<file path="config.mk">
export PLATFORM = sky130hd
export DESIGN_NAME = avalon_st_packet_arbiter
export DESIGN_NICKNAME = d
export VERILOG_FILES = /design/src/rtl/avalon_st_packet_arbiter.sv
export SDC_FILE = /design/constraint.sdc
export NUM_CORES = 1
export LEC_CHECK = 0
export CAP_MARGIN = 15
export CORE_AREA = 2 2 267 269
export CTS_BUF_LIST = sky130_fd_sc_hd__clkbuf_4 sky130_fd_sc_hd__clkbuf_8 sky130_fd_sc_hd__clkbuf_16
export DETAILED_ROUTE_END_ITERATION = 8
export DIE_AREA = 0 0 269 271
export GPL_TIMING_DRIVEN = 0
export HOLD_SLACK_MARGIN = 0.15
export PLACE_DENSITY = 0.32
export SETUP_SLACK_MARGIN = 0.02
export SYNTH_ARGS = -nofsm -noshare
export SYNTH_HDL_FRONTEND = slang
export SYNTH_SLANG_ARGS = --single-unit
</file>
<file path="constraint.sdc">
create_clock -name clk -period 2.5 [get_ports clk]
set_clock_uncertainty 0.15 [all_clocks]
set_input_delay 0.375 -clock clk [delete_from_list [all_inputs] [get_ports clk]]
set_output_delay 0.375 -clock clk [all_outputs]
set_load 0.03 [all_outputs]
</file>
<file path="src/rtl/avalon_st_packet_arbiter.sv">
// Packet-granular round-robin arbiter merging NUM_INPUTS Avalon-ST sources
// onto a single Avalon-ST sink. A grant is held from sop through eop.

package general_pack;

  // Bits needed to encode 0..value-1, never less than 1.
  function automatic int unsigned log2up_func(input int unsigned value);
    int unsigned result;
    result = 1;
    while ((64'd1 << result) < 64'(value)) result = result + 1;
    return result;
  endfunction

endpackage

module avalon_st_packet_arbiter #(
  parameter int unsigned NUM_INPUTS          = 4,
  parameter int unsigned DATA_WIDTH_IN_BYTES = 16,
  localparam int unsigned DW = 8 * DATA_WIDTH_IN_BYTES,
  localparam int unsigned EW = general_pack::log2up_func(DATA_WIDTH_IN_BYTES),
  localparam int unsigned CW = general_pack::log2up_func(NUM_INPUTS)
) (
  input  logic                             clk,
  input  logic                             rst,
  input  logic [NUM_INPUTS-1:0]            in_valid,
  input  logic [NUM_INPUTS-1:0][DW-1:0]    in_data,
  input  logic [NUM_INPUTS-1:0]            in_sop,
  input  logic [NUM_INPUTS-1:0]            in_eop,
  input  logic [NUM_INPUTS-1:0][EW-1:0]    in_empty,
  output logic [NUM_INPUTS-1:0]            in_ready,
  output logic                             out_valid,
  output logic [DW-1:0]                    out_data,
  output logic                             out_sop,
  output logic                             out_eop,
  output logic [EW-1:0]                    out_empty,
  output logic [CW-1:0]                    out_channel,
  input  logic                             out_ready
);

  typedef enum logic {
    IDLE     = 1'b0,
    TRANSFER = 1'b1
  } state_t;

  state_t state;
  state_t state_nxt;

  logic [CW-1:0] grant;
  logic [CW-1:0] grant_nxt;
  logic [CW-1:0] last_grant;
  logic [CW-1:0] last_grant_nxt;

  logic [NUM_INPUTS-1:0] req;
  logic                  found;
  logic [CW-1:0]         sel;

  logic          gnt_valid;
  logic [DW-1:0] gnt_data;
  logic          gnt_sop;
  logic          gnt_eop;
  logic [EW-1:0] gnt_empty;

  // Only a valid start-of-packet beat can request the stream.
  assign req = in_valid & in_sop;

  // Round-robin search: first requester above last_grant, else lowest at or below it.
  always_comb begin
    found = 1'b0;
    sel   = '0;
    for (int unsigned j = 0; j < NUM_INPUTS; j++) begin
      if (!found && req[j] && (CW'(j) > last_grant)) begin
        found = 1'b1;
        sel   = CW'(j);
      end
    end
    for (int unsigned j = 0; j < NUM_INPUTS; j++) begin
      if (!found && req[j] && (CW'(j) <= last_grant)) begin
        found = 1'b1;
        sel   = CW'(j);
      end
    end
  end

  // Select the granted input; only legal index codes are ever matched.
  always_comb begin
    gnt_valid = in_valid[0];
    gnt_data  = in_data[0];
    gnt_sop   = in_sop[0];
    gnt_eop   = in_eop[0];
    gnt_empty = in_empty[0];
    for (int unsigned j = 0; j < NUM_INPUTS; j++) begin
      if (grant == CW'(j)) begin
        gnt_valid = in_valid[j];
        gnt_data  = in_data[j];
        gnt_sop   = in_sop[j];
        gnt_eop   = in_eop[j];
        gnt_empty = in_empty[j];
      end
    end
  end

  // Next-state logic and combinational stream outputs.
  always_comb begin
    state_nxt      = state;
    grant_nxt      = grant;
    last_grant_nxt = last_grant;
    out_valid      = 1'b0;
    in_ready       = '0;
    out_data       = gnt_data;
    out_sop        = gnt_sop;
    out_eop        = gnt_eop;
    out_empty      = gnt_empty;
    out_channel    = grant;

    case (state)
      IDLE: begin
        if (found) begin
          grant_nxt = sel;
          state_nxt = TRANSFER;
        end
      end
      TRANSFER: begin
        out_valid = gnt_valid;
        for (int unsigned j = 0; j < NUM_INPUTS; j++) begin
          if (grant == CW'(j)) in_ready[j] = out_ready;
        end
        if (gnt_valid && out_ready && gnt_eop) begin
          state_nxt      = IDLE;
          last_grant_nxt = grant;
        end
      end
      default: state_nxt = IDLE;
    endcase
  end

  // State registers; reset leaves input 0 with first priority.
  always_ff @(posedge clk) begin
    if (rst) begin
      state      <= IDLE;
      grant      <= '0;
      last_grant <= CW'(NUM_INPUTS - 1);
    end else begin
      state      <= state_nxt;
      grant      <= grant_nxt;
      last_grant <= last_grant_nxt;
    end
  end

endmodule

</file>
---- Yosys cells after proc, flatten, opt, wreduce, memory -nomap -nowiden ----
Index checks and enable logic that the tools add are counted.
cells by class
  $lt $le $gt $ge ......................... 8
  equal/unequal tests ..................... 3
  multiplexer cells ....................... 39
  bitwise operators ....................... 2
  reductions and logical operators ........ 27
operators with widths
  kind                                                                   number
  128-bit 2-to-1 mux                                                     3
  1-bit 2-to-1 mux                                                       25
  1-bit logical AND                                                      17
  4-bit 2-to-1 mux                                                       4
  2-bit 2-to-1 mux                                                       6
  1-bit zero test                                                        7
  4-bit bitwise AND                                                      1
  2-bit equality test, second input constant                             2
  1-bit by 2-bit > comparator with 1-bit output, first input constant    2
  2-bit > comparator, first input constant                               2
  1-bit by 2-bit <= comparator with 1-bit output, first input constant   2
  2-bit <= comparator, first input constant                              2
  2-bit AND reduction                                                    2
  2-bit by 1-bit equality test with 1-bit output, second input constant  1
  2-bit zero test                                                        1
  1-bit case mux with 2 select lines                                     1
  1-bit NOT                                                              1
word-level totals
  bits in registers ....................... 5
  input port bits ......................... 543

---- Depth between registers and ports, before layout ----
  depth in word-level cells ............... 33
  mapped depth ............................ 6

---- Worst setup path before layout ----
OpenSTA, ideal clock, no wires.
  path type ............................... reg-to-output
  from .................................... register grant[0], in the netlist out_channel[0]
  to ...................................... output out_data[122]
  arrival time ............................ 1.754 ns
  path slack .............................. 0.221 ns
  cell stages (with the launch flop) ...... 5
  cells stage by stage .................... dfxtp_1 -> clkbuf_2 -> buf_2 -> buf_2 -> mux4_2
on the way
  word-level cells in the longest chain between the ends .. 4
RTL lines
  element                                         RTL line  source
  start, declared                                 48        logic [CW-1:0] grant;
  start signal, assigned                          144       grant <= grant_nxt;
  2-bit by 1-bit equality test with 1-bit output  92        if (grant == CW'(j)) begin
  128-bit 2-to-1 mux (2 in series)                92
  128-bit 2-to-1 mux (*)                          92
  end, declared                                   32        output logic [DW-1:0] out_data,
Mark *: on every way between the ends. The rest lies on a longest branch, timed or not.

---- Worst setup path after layout ----
  from .................................... register grant[0], in the netlist out_channel[0]
  to ...................................... output out_data[11]
Same word-level chain as after synthesis.

==> impl_metrics.tcl <==
set metrics [dict create \
    cp.arrival_ps 1990 \
    core-area_sq_um 69800 \
    hp-class "reg -> reg" \
    hold_ws_ps 449 \
    grt-ovfl-total 0 \
    yosysWarningCount 0 \
    pwr-share-clk_pct 6.7 \
    crit_type "reg -> out" \
    clock.fmax_mhz 397 \
    wl_met3_um 5360 \
    min_period_ps 2520 \
    syn-num-nets 754 \
    htree_num_levels 1 \
    vias_per_cell 3.16 \
    end_kind "output pin" \
    wl_met2_um 26400 \
    critPathRequiredTime_ps 1980 \
    p_int_w 0.00217 \
    port-buffer-count 683 \
    clk_pin_slew_worst_paths_ps 40 \
    synth_cell_types 30 \
    clk_latency_ps 230 \
    clock_sinks 5 \
    cp_max_fo 5 \
    ff2ff_path_depth 6 \
    finalSetupViolations 2 \
    synthToLayoutAreaGrowth_pct 230 \
    drt-total-wl_um 51000 \
    yosysSeqAreaShare_pct 2.81 \
    p_comb_share_pct 90.9 \
    cts_made_buffers 3 \
    period_share_pct 101 \
    worstMarginPinSlew_ps 455 \
    start_util_pct 5.10 \
    synth.cell_area_sq_um 3560 \
    synthCells 211 \
    place.gp.congestion 0.847 \
    synth_area_leaders "mux4_2 (85%), dfxtp_1 (2.8%), buf_4 (2.7%)" \
    ctsLongestPathBuffers 2 \
    synth.ff_latch_count 5 \
    m1WireLength_um 19000 \
    grt_max_degree 11 \
    syn_avg_cell_area_sq_um 16.9 \
    nets 1454 \
    peakVddDrop_uv 187 \
    drc 0 \
    wl_per_cell_um 27.6 \
    max_cap_viol_count 0 \
    num_rows 97 \
    layout-drive-gt1-share_pct 34.7 \
    fp.dieH_um 271 \
    drt_iter0_markers 212 \
    powerDensity_nw_per_um2 353 \
    grt.total_usage_pct 13.1 \
    antenna_found_initial 19 \
    detail-route-antenna-nets 0 \
    die-area_sq_um 72900 \
    dp_hpwl_um 46500 \
    vias 5861 \
    status "finished, violations left" \
    hold_depth 2 \
    violations "negative setup slack" \
    swShare_pct 47.6 \
    grt_pass1_wl_um 63500 \
    power_w 0.00414 \
    post-route-util_pct 16.8 \
    die_width_um 269 \
    setup_slack_ps -16.4 \
    synth_top_area_share_pct 85.5 \
    yosys.area.top_type "mux4_2" \
    layout_common_cells "clkdlybuf4s50_1 (544), mux4_2 (135), buf_2 (79)" \
    slew_headroom_pct 69.8 \
    grt_pass1_vias 6633 \
    final_common_cell "clkdlybuf4s50_1" \
    dr.max_layer_used "met5" \
    io_pins 684 \
    finalHoldViolations 0 \
    root_buffer "clkbuf_16" \
    p_switching_w 0.00197 \
    rsz0062_at_grt "true" \
    cts_tree "yes" \
    maxSlewViolCount 0 \
    pwr-share-seq_pct 2.4 \
    cellLeakagePower_nw 4.01 \
    dr.pass1.iters 4 \
    critPathLaunchType "flip-flop" \
]
[cells in the mapped netlist]
library cell / count
or3_1: 1
o21ai_0: 1
nand3_1: 2
o22ai_1: 1
buf_6: 1
buf_2: 6
a211oi_1: 1
a31oi_1: 2
nor3_1: 3
a211o_1: 1
clkbuf_1: 4
o31a_1: 1
inv_1: 3
a21oi_1: 1
a311o_1: 1
a311oi_1: 1
a221o_1: 1
mux4_2: 135
buf_1: 7
buf_4: 13
and3b_1: 2
nor2_1: 8
clkbuf_2: 1
nand4_2: 1
and2_1: 1
nand2_1: 4
a21o_1: 1
dfxtp_1: 5
mux2i_1: 1
a22oi_1: 1
[cell families (layout without fill, tap and decap cells)]
group | Yosys count | after routing | share of synthesized area (%)
simple gates | 22 | 22 | 3.17
flops | 5 | 5 | 2.81
compound gates | 13 | 13 | 2.74
mux | 136 | 136 | 85.8
buf+inv | 35 | 734 | 5.52
other cells | 0 | 2 | 0
[critical path: stages (launching register included)]
cell and delay, ps:
dfxtp_2 340, clkbuf_16 170, buf_16 150, buf_16 110
buf_12 140, buf_6 110, mux4_2 540, buf_8 180
[through the flow]
stage,setup WS [ps],TNS [ps],area (sq um),instances
6_report,-16.4,-23.4,11700,1852
5_1_grt,-71.7,-314,11700,1851
4_1_cts,-175,-768,11800,1849
3_5_place_dp,-1090,-89170,11600,1834
3_3_place_gp,-1090,-87220,11600,1834
2_1_floorplan,221,0,3560,211
[area by class of cell]
cell class	count	area [sq um]
diodes	2	5.00
plain buffers	31	443
clock buffers	4	82.6
fillers	7751	58000
inverters	3	11.3
multi-input cells	171	3260
flip-flops and latches	5	101
well taps	940	1180
repair buffers	696	6660
[path summary, 6_finish.rpt]
path | from | to | slack [ps]
min | state | state | 450
min reg2reg | state | state | 450
max reg2reg | out_channel[1] | last_grant[1] | 620
max | out_channel[0] | out_data[11] | -20
[power by group through the flow]
stage                     logic (W)  clock network [W]  registers [W]
final                       0.00376           0.000279      0.0000978
after CTS                   0.00389           0.000280      0.0000979
after global routing        0.00395           0.000286      0.0000995
after detailed placement    0.00388                  0      0.0000979
after global placement      0.00389                  0      0.0000972
after floorplan             0.00166                  0       0.000102
[layer usage]
metal	track usage, %	up-vias
met3	4.84	32
met4	0.789	22
met5	0	-
met1	14.5	2896
met2	24.7	462
li1	-	2449
[timing repair]
item,in CTS,in global routing
gates resized for setup,683,58
endpoints found under the setup margin,139,63
buffers inserted,9,2
pin swaps,0,0
gates cloned,2,0
endpoints found under the hold margin,0,0
hold buffers,0,0
[registers in the layout, summed over array words and instances (netlist names)]
name and cells:
state 1, out_channel 2, last_grant 2
Note: power is estimated with default switching activity, not from simulation.
